===== src/rtl/mux3_rr_arbiter_if.sv =====
// Bundle of requester-side and shared-slave-side signals around the 3:1 round-robin arbiter.
// The arbiter connects through the slave modport; the requesters/bus model use the master modport.
interface mux3_rr_arbiter_if #(
  parameter int WIDTH = 32
);
  logic [2:0]       req;
  logic [2:0]       req_lock;
  logic [WIDTH-1:0] d0;
  logic [WIDTH-1:0] d1;
  logic [WIDTH-1:0] d2;
  logic             bus_ready;
  logic             bus_valid;
  logic [WIDTH-1:0] bus_data;
  logic [1:0]       sel;
  logic [2:0]       gnt;
  logic [2:0]       ack;

  modport slave (
    input  req, req_lock, d0, d1, d2, bus_ready,
    output bus_valid, bus_data, sel, gnt, ack
  );

  modport master (
    output req, req_lock, d0, d1, d2, bus_ready,
    input  bus_valid, bus_data, sel, gnt, ack
  );
endinterface


===== src/rtl/mux3_rr_arbiter.sv =====
// Round-robin arbiter sharing one downstream port among three requesters, with
// per-requester burst lock bounded to HOLD_MAX consecutive beats while others wait.
module mux3_rr_arbiter #(
  parameter int WIDTH    = 32,
  parameter int HOLD_MAX = 8
) (
  input  logic                  clk,
  input  logic                  reset,
  mux3_rr_arbiter_if.slave      bus
);

  localparam int HW = $clog2(HOLD_MAX) + 1;
  localparam logic [HW-1:0] HOLD_LAST = HW'(HOLD_MAX - 1);
  localparam logic [HW-1:0] HOLD_SAT  = {HW{1'b1}};

  typedef enum logic {IDLE = 1'b0, BUSY = 1'b1} state_t;

  state_t        state_q, state_d;
  logic [1:0]    sel_q, sel_d;
  logic [2:0]    gnt_q, gnt_d;
  logic [1:0]    last_q, last_d;
  logic [HW-1:0] hold_q, hold_d;

  logic [1:0]    pick;
  logic          owner_req;
  logic          owner_lock;
  logic          others;
  logic          valid;

  // First requester scanning from+1, from+2, from (mod 3).
  function automatic logic [1:0] arb(input logic [1:0] from, input logic [2:0] r);
    logic [1:0] res;
    logic       found;
    logic [1:0] idx;
    res   = 2'd0;
    found = 1'b0;
    for (int k = 1; k <= 3; k++) begin
      idx = 2'((int'(from) + k) % 3);
      if (!found && r[idx]) begin
        res   = idx;
        found = 1'b1;
      end
    end
    return res;
  endfunction

  function automatic logic [2:0] onehot(input logic [1:0] s);
    return 3'b001 << s;
  endfunction

  always_ff @(posedge clk) begin
    if (reset) begin
      state_q <= IDLE;
      sel_q   <= 2'd0;
      gnt_q   <= 3'b000;
      last_q  <= 2'd2;
      hold_q  <= '0;
    end else begin
      state_q <= state_d;
      sel_q   <= sel_d;
      gnt_q   <= gnt_d;
      last_q  <= last_d;
      hold_q  <= hold_d;
    end
  end

  always_comb begin
    state_d    = state_q;
    sel_d      = sel_q;
    gnt_d      = gnt_q;
    last_d     = last_q;
    hold_d     = hold_q;
    pick       = 2'd0;
    owner_req  = bus.req[sel_q];
    owner_lock = bus.req_lock[sel_q];
    others     = |(bus.req & ~gnt_q);
    case (state_q)
      IDLE: begin
        if (|bus.req) begin
          pick    = arb(last_q, bus.req);
          state_d = BUSY;
          sel_d   = pick;
          gnt_d   = onehot(pick);
          hold_d  = '0;
        end
      end
      BUSY: begin
        if (bus.bus_ready) begin
          // A locked owner keeps the port until it has used its quota while someone else waits.
          if (owner_lock && owner_req && (hold_q < HOLD_LAST || !others)) begin
            if (hold_q != HOLD_SAT) hold_d = hold_q + 1'b1;
          end else begin
            last_d = sel_q;
            hold_d = '0;
            if (|bus.req) begin
              pick  = arb(sel_q, bus.req);
              sel_d = pick;
              gnt_d = onehot(pick);
            end else begin
              state_d = IDLE;
              sel_d   = 2'd0;
              gnt_d   = 3'b000;
            end
          end
        end else if (!owner_req) begin
          // Abandoned before completion: no ack and the priority pointer stays put.
          state_d = IDLE;
          sel_d   = 2'd0;
          gnt_d   = 3'b000;
          hold_d  = '0;
        end
      end
      default: state_d = IDLE;
    endcase
  end

  always_comb begin
    valid         = (state_q == BUSY);
    bus.bus_valid = valid;
    bus.sel       = sel_q;
    bus.gnt       = gnt_q;
    bus.ack       = gnt_q & {3{valid & bus.bus_ready}};
    case (sel_q)
      2'd1:    bus.bus_data = bus.d1;
      2'd2:    bus.bus_data = bus.d2;
      default: bus.bus_data = bus.d0;
    endcase
  end

endmodule


===== src/flat_wrapper.sv =====
// flat-port wrapper written by rule: the top's interface ports become plain ports
module mux3_rr_arbiter_flat 
#(
  parameter int WIDTH    = 32,
  parameter int HOLD_MAX = 8
)
  (clk, reset, bus_req, bus_req_lock, bus_d0, bus_d1, bus_d2, bus_bus_ready, bus_bus_valid, bus_bus_data, bus_sel, bus_gnt, bus_ack);
  mux3_rr_arbiter_if #(.WIDTH(WIDTH)) bus_i ();
  input  logic clk;
  input  logic reset;
  input wire logic [$bits(bus_i.req)-1:0] bus_req;
  input wire logic [$bits(bus_i.req_lock)-1:0] bus_req_lock;
  input wire logic [$bits(bus_i.d0)-1:0] bus_d0;
  input wire logic [$bits(bus_i.d1)-1:0] bus_d1;
  input wire logic [$bits(bus_i.d2)-1:0] bus_d2;
  input wire logic [$bits(bus_i.bus_ready)-1:0] bus_bus_ready;
  output wire logic [$bits(bus_i.bus_valid)-1:0] bus_bus_valid;
  output wire logic [$bits(bus_i.bus_data)-1:0] bus_bus_data;
  output wire logic [$bits(bus_i.sel)-1:0] bus_sel;
  output wire logic [$bits(bus_i.gnt)-1:0] bus_gnt;
  output wire logic [$bits(bus_i.ack)-1:0] bus_ack;
  assign bus_i.req = bus_req;
  assign bus_i.req_lock = bus_req_lock;
  assign bus_i.d0 = bus_d0;
  assign bus_i.d1 = bus_d1;
  assign bus_i.d2 = bus_d2;
  assign bus_i.bus_ready = bus_bus_ready;
  assign bus_bus_valid = bus_i.bus_valid;
  assign bus_bus_data = bus_i.bus_data;
  assign bus_sel = bus_i.sel;
  assign bus_gnt = bus_i.gnt;
  assign bus_ack = bus_i.ack;
  mux3_rr_arbiter #(.WIDTH(WIDTH), .HOLD_MAX(HOLD_MAX)) u_core (.clk(clk), .reset(reset), .bus(bus_i));
endmodule

===== config.mk =====
export PLATFORM = sky130hd
export DESIGN_NAME = mux3_rr_arbiter_flat
export DESIGN_NICKNAME = d
export VERILOG_FILES = /design/src/rtl/mux3_rr_arbiter_if.sv /design/src/rtl/mux3_rr_arbiter.sv /design/src/flat_wrapper.sv
export SDC_FILE = /design/constraint.sdc
export NUM_CORES = 1
export LEC_CHECK = 0
export BUFFER_PORTS_ARGS = -buffer_cell sky130_fd_sc_hd__buf_2
export CORE_ASPECT_RATIO = 0.75
export CORE_UTILIZATION = 35
export CTS_CLUSTER_DIAMETER = 60
export CTS_CLUSTER_SIZE = 14
export DETAILED_ROUTE_END_ITERATION = 6
export HOLD_SLACK_MARGIN = 0.02
export PLACE_DENSITY_LB_ADDON = 0.05
export RECOVER_POWER = 100
export SETUP_SLACK_MARGIN = 0.1
export SLEW_MARGIN = 25
export SYNTH_ARGS = -nofsm -noshare
export SYNTH_HDL_FRONTEND = slang
export SYNTH_SLANG_ARGS = --single-unit
export TNS_END_PERCENT = 100

===== constraint.sdc =====
create_clock -name clk -period 2.98 [get_ports clk]
set_clock_uncertainty 0.15 [all_clocks]
set_input_delay 0.745 -clock clk [delete_from_list [all_inputs] [get_ports clk]]
set_output_delay 0.745 -clock clk [all_outputs]
set_load 0.01 [all_outputs]

==> metrics.cfg, run 1 <==
[run_status]
status = finished, final reports clean

[yosys]
synth_warnings = 0
synth_ff_type = dfxtp_1
ys_seq_area_share_pct = 13.9
synthArstFlopShare_pct = 0
synth_seq_cells = 12
syn_area_um2 = 1730
syn_area_per_cell_um2 = 7.17
syn_nets = 354
synth_cells = 242
synth.distinct_cells = 57
synth-edff-count = 0

[cts]
cts_buffers = 3
htree_levels = 1
clk_latency_ns = 0.25
path_clk_slew_ns = 0.06
cts_root_buf = clkbuf_8
postCtsHoldBufs = 0
tritoncts_num_sinks = 12
tritoncts = built
clk_path_buf_depth = 2

[layout]
drive_gt1_share_pct = 34.5
final_cell_mix = buf_2, clkbuf_1, nand2_1
layoutNonFillerInstCount = 431
final_common_cell = buf_2
nNetsFinal = 488
final_area_um2 = 2470
syn2layout_area_growth_pct = 42.4
n_antenna_cell = 0

[job]
maxCapViolCount = 0

[setup_path]
crit_chain = clkbuf_1 > or2b_2 > a31o_2 > and4_1 > a2111oi_0 > a211oi_1
crit_type = input port to flop
crit_required_ns = 2.94
crit_fanout = 11
end_kind = flop
cp-start-kind = input port
critPathArrivalTime_ns = 2.70
max_stage_delay_ns = 0.56
slowest_stage = a2111oi_0

[timing]
rsz0062_at_grt = false
timing.fmax_mhz = 364
post-route-min-period_ns = 2.75
fin_setup_tns_ns = 0
fin_crit_sh_pct = 92.1
worst_slew_pin_slew_ns = 0.585
final_max_slew_viol_count = 0
whs_ns = 0.354
hold_viol_final = 0
setup_viol = 0
slew_headroom_pct = 60.0

[global_routing]
grt_use_total_pct = 22.1
grt_pass1_wl_mm = 9.57
first_global_vias = 2002
grt_max_degree = 43
antenna_found_initial = 0
grt_remaining_overflow = 0

[routing]
route.detailed.drc = 0
via_per_inst = 5.37
ant_nets = 0
finalWirelength_mm = 5.98
wl_per_cell_um = 13.9
drt_iter0_drc = 217
firstDrtPassIters = 4
vias = 2316

[floorplanning]
ios = 146
dieArea_um2 = 5240
fp.dieW_um = 83.3
rows = 21
initial_utilization_pct = 37.7
fp.coreArea_um2 = 4600
die_h_um = 63.0

[pwr]
power.static_leakage_uw = 0.00109
power_uw = 940
p_per_area_nw_per_um2 = 381
irDropWorstVdd_v = 0.000184

[placement]
dp.cells = 428
dpl-instance-area_um2 = 2490
port_buffers = 145
dp_hpwl_mm = 4.61
gp_congestion = 0.811

[min_path]
hp-class = flop to flop

[cell families after synthesis]
family,after synthesis,synth area share (%)
and+or+nand+nor,79,25.0
adders and majority gates,7,5.05
buffers and inverters,29,8.01
AOI/OAI and AO/OA,108,43.8
muxes,7,4.26
DFF,12,13.9
[registers in the layout, summed over array words and instances, names as in the netlist]
name / flops
u_core.bus.sel: 2
u_core.bus.gnt: 3
u_core.bus.bus_valid: 1
u_core.hold_q: 4
u_core.last_q: 2
[per-layer routing]
layer,up-vias,GRT usage [%],routed length (µm)
met5,-,0,0
met4,0,2.59,17
met3,3,5.68,426
met2,88,35.5,2760
met1,1036,30.7,2780
li1,1189,-,-
[area by class of cell]
class | instances | area (µm²)
inverters | 8 | 30.0
flip-flops and latches | 12 | 243
fillers | 501 | 2130
repair buffers | 150 | 739
clock buffers | 3 | 41.3
multi-input cells | 201 | 1340
well taps | 57 | 71.3
[what timing repair did]
action	in CTS	in global routing
setup buffers	0	0
endpoints found under the setup margin	0	31
resized for setup	0	3
[worst paths after layout]
path / slack, ns / to / from / cells past startpoint
worst min-delay path: 0.35 / u_core.hold_q[1] / u_core.hold_q[1] / 2
worst max-delay path: 0.23 / u_core.bus.sel[1] / bus_req[0] / 6
worst max register to register: 0.45 / u_core.bus.sel[1] / u_core.bus.sel[1] / 8
worst min register to register: 0.35 / u_core.hold_q[1] / u_core.hold_q[1] / 2
[critical path: cells and delay by family]
kind | cells | cell delay [ns]
AO/OA/AOI/OAI | 3 | 0.93
AND/OR/NAND/NOR | 2 | 0.61
buffers and inverters | 1 | 0.41
[metrics by stage]
| step | setup WS, ns | util (%) |
|---|---|---|
| after floorplan | 0.187 | - |
| after global placement | 0.369 | 54.1 |
| after detailed placement | 0.375 | 54.1 |
| after CTS | 0.135 | 55.0 |
| after global routing | 0.0992 | 53.7 |
| final | 0.235 | 53.7 |
[synthesized netlist by cell type, drive strengths merged (2+ instances only)]
library cell | number | share of area [%]
nand2 | 38 | 8.2
o21ai | 38 | 12
a22oi | 32 | 14
clkbuf | 14 | 3.0
dfxtp | 12 | 14
a21oi | 9 | 2.6
inv | 8 | 1.7
a211oi | 7 | 3.3
ha | 7 | 5.1
mux2i | 7 | 4.3
nor2 | 7 | 1.5
buf | 6 | 2.7
nand3 | 4 | 1.2
and3 | 3 | 1.1
nand3b | 3 | 1.3
nor2b | 3 | 1.1
nor3b | 3 | 1.3
or4 | 3 | 1.3
a311oi | 2 | 1.0
and4 | 2 | 1.1
nand4b | 2 | 1.0
o211ai | 2 | 0.87
o2bb2ai | 2 | 2.1
o31ai | 2 | 0.87
or2b | 2 | 1.0
[where the power goes]
| part | total, µW | switching [µW] | internal [µW] |
|---|---|---|---|
| Combinational | 588 | 343 | 245 |
| Clock | 156 | 66.6 | 89.6 |
| Sequential | 195 | 21.2 | 174 |
| Total | 940 | 431 | 508 |
Power figures use the tool's default switching activity.
==> inputs of run 2 (changes only) <==
--- a/config.mk
+++ b/config.mk
@@ -7,6 +7,7 @@
 export LEC_CHECK = 0
 export BUFFER_PORTS_ARGS = -buffer_cell sky130_fd_sc_hd__buf_2
 export CORE_ASPECT_RATIO = 0.75
+export CORE_MARGIN = 5
 export CORE_UTILIZATION = 35
 export CTS_CLUSTER_DIAMETER = 60
 export CTS_CLUSTER_SIZE = 14
==> metrics.cfg, run 2 (same netlist as run 1, synthesis figures left out) <==
[routing]
finalWirelength_mm = 6.35  ; +6.2%
wl_met1_mm = 2.95  ; +6.3%
drt_iter0_drc = 97  ; -55%
wl_met3_um = 493  ; +16%
top_layer_used = met4
route.detailed.drc = 0  ; unchanged
wl_met2_mm = 2.86  ; +3.6%
vias = 2289  ; -1.2%
wl_per_cell_um = 14.6  ; +5.0%
ant_nets = 0  ; unchanged
via_per_inst = 5.25  ; -2.3%
firstDrtPassIters = 4  ; unchanged

[cts]
ctsResizeCount = 0  ; unchanged
tritoncts_num_sinks = 12  ; unchanged
path_clk_slew_ns = 0.06  ; about the same
cts_setup_buffers = 0  ; unchanged
cts_root_buf = clkbuf_8
postCtsHoldBufs = 0  ; unchanged
cts_buffers = 3  ; unchanged
clk_path_buf_depth = 2  ; unchanged
clk_latency_ns = 0.24  ; about the same
tritoncts = built
htree_levels = 1  ; unchanged

[timing]
hold_viol_final = 0  ; unchanged
timing.fmax_mhz = 365  ; about the same
fin_setup_tns_ns = 0  ; unchanged
rsz0062_at_grt = false
post-route-min-period_ns = 2.74  ; -0.00241 ns
final_max_slew_viol_count = 0  ; unchanged
slew_headroom_pct = 65.3  ; +5.3 points
worst_slew_pin_slew_ns = 0.520  ; -0.0649 ns
worst_slack_ns = 0.237  ; +0.00241 ns
whs_ns = 0.346  ; -0.00825 ns
fin_crit_sh_pct = 92.0  ; about the same
setup_viol = 0  ; unchanged

[floorplanning]
dieArea_um2 = 6480  ; +24%
initial_utilization_pct = 35.8  ; -1.9 points
ios = 146  ; unchanged
fp.dieW_um = 91.3  ; +9.6%
rows = 22  ; +4.8%
die_h_um = 71.0  ; +13%
fp.coreArea_um2 = 4840  ; +5.4%

[global_routing]
antenna_found_initial = 0  ; unchanged
grt_use_total_pct = 18.2  ; -3.9 points
grt_max_degree = 64  ; +49%
first_global_vias = 2057  ; +2.7%
grt_pass1_wl_mm = 10.0  ; +4.7%
grt_remaining_overflow = 0  ; unchanged

[setup_path]
max_stage_delay_ns = 0.40  ; -0.16 ns
crit_type = flop to output pin
crit_buf_inv = 3  ; +2
r2r_slack_ns = 0.38  ; -0.07 ns
slowest_stage = dfxtp_1
r2r_start = u_core.bus.sel[1]
crit_fanout = 11  ; unchanged
reg2reg_to = u_core.bus.sel[1]
cp-start-kind = flop
crit_required_ns = 2.09  ; -0.85 ns
end_kind = output pin
reg2reg_depth = 7  ; -1
crit_chain = inv_1 > ha_1 > buf_4 > a22oi_1 > o21ai_0 > clkbuf_1
critPathArrivalTime_ns = 1.85  ; -0.85 ns
cpLargestDelayFamily = buffers and inverters

[placement]
dpl-instance-area_um2 = 2510  ; +0.96%
dp_hpwl_mm = 5.05  ; +9.6%
port_buffers = 145  ; unchanged
gp_congestion = 0.863  ; +6.4%
pre_cts_slack_ns = 0.350  ; -0.0257 ns

[layout]
final_common_cell = buf_2
largest_reg_flops = 4  ; unchanged
syn2layout_area_growth_pct = 44.7
top_register = u_core.hold_q
fillCellCount = 508  ; +1.4%
drive_gt1_share_pct = 34.8  ; +0.35 points
final_cell_mix = buf_2, nand2_1, clkbuf_1
final_area_um2 = 2510  ; +1.6%
final_util_pct = 51.8  ; -1.9 points
nNetsFinal = 489  ; +0.20%
n_antenna_cell = 0  ; unchanged

[job]
maxCapViolCount = 0  ; unchanged

[min_path]
holdPathEnd = u_core.hold_q[1]
hp-class = flop to flop
holdPathStages = 2  ; unchanged
hold_start = u_core.hold_q[1]

[pwr]
power.static_leakage_uw = 0.00111  ; +2.2%
p_per_area_nw_per_um2 = 386  ; +1.5%
irDropWorstVdd_v = 0.000270  ; +46%

[run_status]
status = finished, final reports clean

==> run 2: changes by cell type in the layout (fill, tap and decap cells not counted), sizes merged <==
| cell | change |
|---|---|
| clkbuf | -1 |
| buf | +3 |
==> run 2: layer usage <==
metal / GRT usage (%) / up-vias
li1: - / 1196
met1: 25.7 / 997
met2: 28.6 / 90
met3: 4.78 / 6
met4: 2.28 / 0
met5: 0 / -
==> run 2: area by class of cell <==
cell class,instances,area [µm²],area share (%)
multi-input cells,201,1350,53.7
repair buffers,151,761,30.3
flip-flops and latches,12,240,9.58
well taps,60,75.1,2.99
clock buffers,4,55.1,2.19
inverters,8,30.0,1.20
==> run 2: power by group <==
group | internal (µW) | total [µW] | switching (µW)
registers | 173 | 189 | 15.5
clock network | 117 | 180 | 63.5
logic | 248 | 600 | 353
==> run 2: worst max path at each step <==
stage | startpoint | end | cells past startpoint
2_1_floorplan | u_core.bus.sel[0] | bus_bus_data[0] | 7
3_3_place_gp | bus_req[0] | u_core.bus.sel[1] | 6
3_5_place_dp | bus_req[0] | u_core.bus.sel[1] | 6
4_1_cts | u_core.bus.sel[1] | bus_bus_data[5] | 6
5_1_grt | u_core.bus.sel[1] | bus_bus_data[29] | 6
6_report | u_core.bus.sel[1] | bus_bus_data[0] | 6
==> run 2: tightest hold or removal path, cell delays in order (launching register included) <==
cell and delay, ns:
dfxtp_1 0.32, o21ai_0 0.07, a21oi_1 0.06
==> run 2: through the flow <==
step,cells,power [µW]
global route,436,1050
floorplan,242,570
finish,436,969
detailed placement,432,818
CTS,436,1000
global placement,432,819
==> inputs of run 3 (changes only) <==
--- a/config.mk
+++ b/config.mk
@@ -8,7 +8,7 @@
 export BUFFER_PORTS_ARGS = -buffer_cell sky130_fd_sc_hd__buf_2
 export CORE_ASPECT_RATIO = 0.75
 export CORE_MARGIN = 5
-export CORE_UTILIZATION = 35
+export CORE_UTILIZATION = 39
 export CTS_CLUSTER_DIAMETER = 60
 export CTS_CLUSTER_SIZE = 14
 export DETAILED_ROUTE_END_ITERATION = 6
==> metrics.cfg, run 3 (same netlist as run 1, synthesis figures left out) <==
[run_status]
status = finished, final reports clean

[cts]
tritoncts = built
clk_path_buf_depth = 2  ; unchanged
htree_levels = 1  ; unchanged
path_clk_slew_ns = 0.05  ; about the same
cts_buffers = 3  ; unchanged
clk_latency_ns = 0.24  ; about the same
cts_root_buf = clkbuf_8
cts_setup_buffers = 0  ; unchanged
tritoncts_num_sinks = 12  ; unchanged

[layout]
final_cell_mix = buf_2, nand2_1, o21ai_0
top_register = u_core.hold_q
largest_reg_flops = 4  ; unchanged
syn2layout_area_growth_pct = 43.2
layoutNonFillerInstCount = 436  ; unchanged
nNetsFinal = 493  ; +0.82%
final_common_cell = buf_2
drive_gt1_share_pct = 36.9  ; +2.1 points
final_area_um2 = 2480  ; -1.0%
n_antenna_cell = 0  ; unchanged

[placement]
dp.cells = 433  ; +0.23%
gp_congestion = 0.866  ; +0.35%
dpl-instance-area_um2 = 2500  ; -0.45%
port_buffers = 145  ; unchanged
dp_hpwl_mm = 5.16  ; +2.1%
pre_cts_slack_ns = 0.351  ; +0.00152 ns

[pwr]
power.static_leakage_uw = 0.00112  ; +0.82%
irDropWorstVdd_v = 0.000194  ; -28%
power_uw = 943  ; -2.7%
p_per_area_nw_per_um2 = 380  ; -1.7%

[min_path]
holdPathEnd = u_core.hold_q[1]
holdPathStages = 2  ; unchanged
hp-class = flop to flop
hold_start = u_core.hold_q[1]

[timing]
worst_slew_pin_slew_ns = 0.613  ; +0.0927 ns
slew_headroom_pct = 58.9  ; -6.5 points
hold_viol_final = 0  ; unchanged
fin_setup_tns_ns = 0  ; unchanged
worst_slack_ns = 0.243  ; +0.00597 ns
setup_viol = 0  ; unchanged
final_max_slew_viol_count = 0  ; unchanged
post-route-min-period_ns = 2.74  ; -0.00597 ns
timing.fmax_mhz = 365  ; +0.22%
fin_crit_sh_pct = 91.8  ; -0.20 points
rsz0062_at_grt = false

[global_routing]
first_global_vias = 2023  ; -1.7%
grt_remaining_overflow = 0  ; unchanged
grt_pass1_wl_mm = 9.35  ; -6.7%
antenna_found_initial = 0  ; unchanged
grt_use_total_pct = 19.4  ; +1.2 points
grt_max_degree = 26  ; -59%

[setup_path]
cpLargestDelayFamily = compound AO/OA/AOI/OAI gates
max_stage_delay_ns = 0.56  ; +0.16 ns
r2r_slack_ns = 0.38  ; about the same
critPathArrivalTime_ns = 2.69  ; +0.84 ns
crit_fanout = 11  ; unchanged
crit_type = input port to flop
slowest_stage = a2111oi_1
crit_buf_inv = 1  ; -2
r2r_start = u_core.bus.sel[0]
crit_required_ns = 2.93  ; +0.84 ns
reg2reg_depth = 7  ; unchanged
crit_chain = clkbuf_1 > or2b_2 > a31o_2 > and4_1 > a2111oi_1 > a211oi_1
end_kind = flop
cp-start-kind = input port
reg2reg_to = u_core.bus.sel[1]

[floorplanning]
die_h_um = 67.8  ; -4.5%
rows = 21  ; -4.5%
ios = 146  ; unchanged
initial_utilization_pct = 39.5  ; +3.7 points
fp.coreArea_um2 = 4390  ; -9.4%
dieArea_um2 = 5890  ; -9.0%
fp.dieW_um = 87  ; -4.7%

[routing]
drt_iter0_drc = 170  ; +75%
wl_per_cell_um = 14.9  ; +2.6%
vias = 2350  ; +2.7%
finalWirelength_mm = 6.51  ; +2.6%
via_per_inst = 5.39  ; +2.7%
route.detailed.drc = 0  ; unchanged
firstDrtPassIters = 5  ; +1
ant_nets = 0  ; unchanged

[job]
maxCapViolCount = 0  ; unchanged

==> run 3: cell count changes in the layout (fill, tap and decap cells not counted), sizes merged <==
cell	previous run	this run
clkbuf	42	36
buf	113	122
==> run 3: what timing repair did <==
action,CTS,global route
pin swaps,0,0
setup endpoints to repair,2,15
endpoints found under the hold margin,0,0
gates resized for setup,1,1
hold buffers,0,0
==> run 3: metal layers <==
metal	routed length, µm	global-route usage, %	vias to the layer above	share of wire (%)
met5	0	0	-	0
met4	15	2.72	0	0.23
met3	516	4.76	2	7.9
met2	3060	30.8	90	47
met1	2920	27.1	1060	45
li1	-	-	1198	-
==> run 3: area by class of cell <==
cell class | instances | area [µm²]
Clock buffer | 3 | 41.3
Fill cell | 455 | 1900
Inverter | 8 | 30.0
Multi-Input combinational cell | 201 | 1340
Sequential cell | 12 | 241
Tap cell | 57 | 71.3
Timing Repair Buffer | 155 | 759
==> run 3: how the worst max path moves through the flow <==
stage                           start           endpoint  slack (ns)  cells past startpoint
finish                     bus_req[0]  u_core.bus.sel[1]        0.24                      6
global route        u_core.bus.sel[1]    bus_bus_data[8]        0.13                      5
global placement           bus_req[2]  u_core.bus.sel[1]        0.34                      6
detailed placement         bus_req[0]  u_core.bus.sel[1]        0.35                      6
floorplan           u_core.bus.sel[0]    bus_bus_data[0]        0.19                      7
CTS                 u_core.bus.sel[1]   bus_bus_data[29]        0.21                      6
==> run 3: power breakdown <==
group	total (µW)	internal [µW]	leakage, µW	switching, µW
registers	191	174	0.0000986	16.8
logic	602	248	0.000999	354
clock network	150	89.2	0.0000216	61.1
==> run 3: through the flow <==
stage	hold WS, ns	util [%]
CTS	0.346	58.1
floorplan	0.317	-
detailed placement	0.339	57.0
global route	0.386	56.6
global placement	0.334	57.0
finish	0.349	56.6
==> run 3: tightest hold or removal path: cells and delay by family, from the launching register on <==
kind            cells  cell delay, ns
flops               1            0.32
compound gates      2            0.13
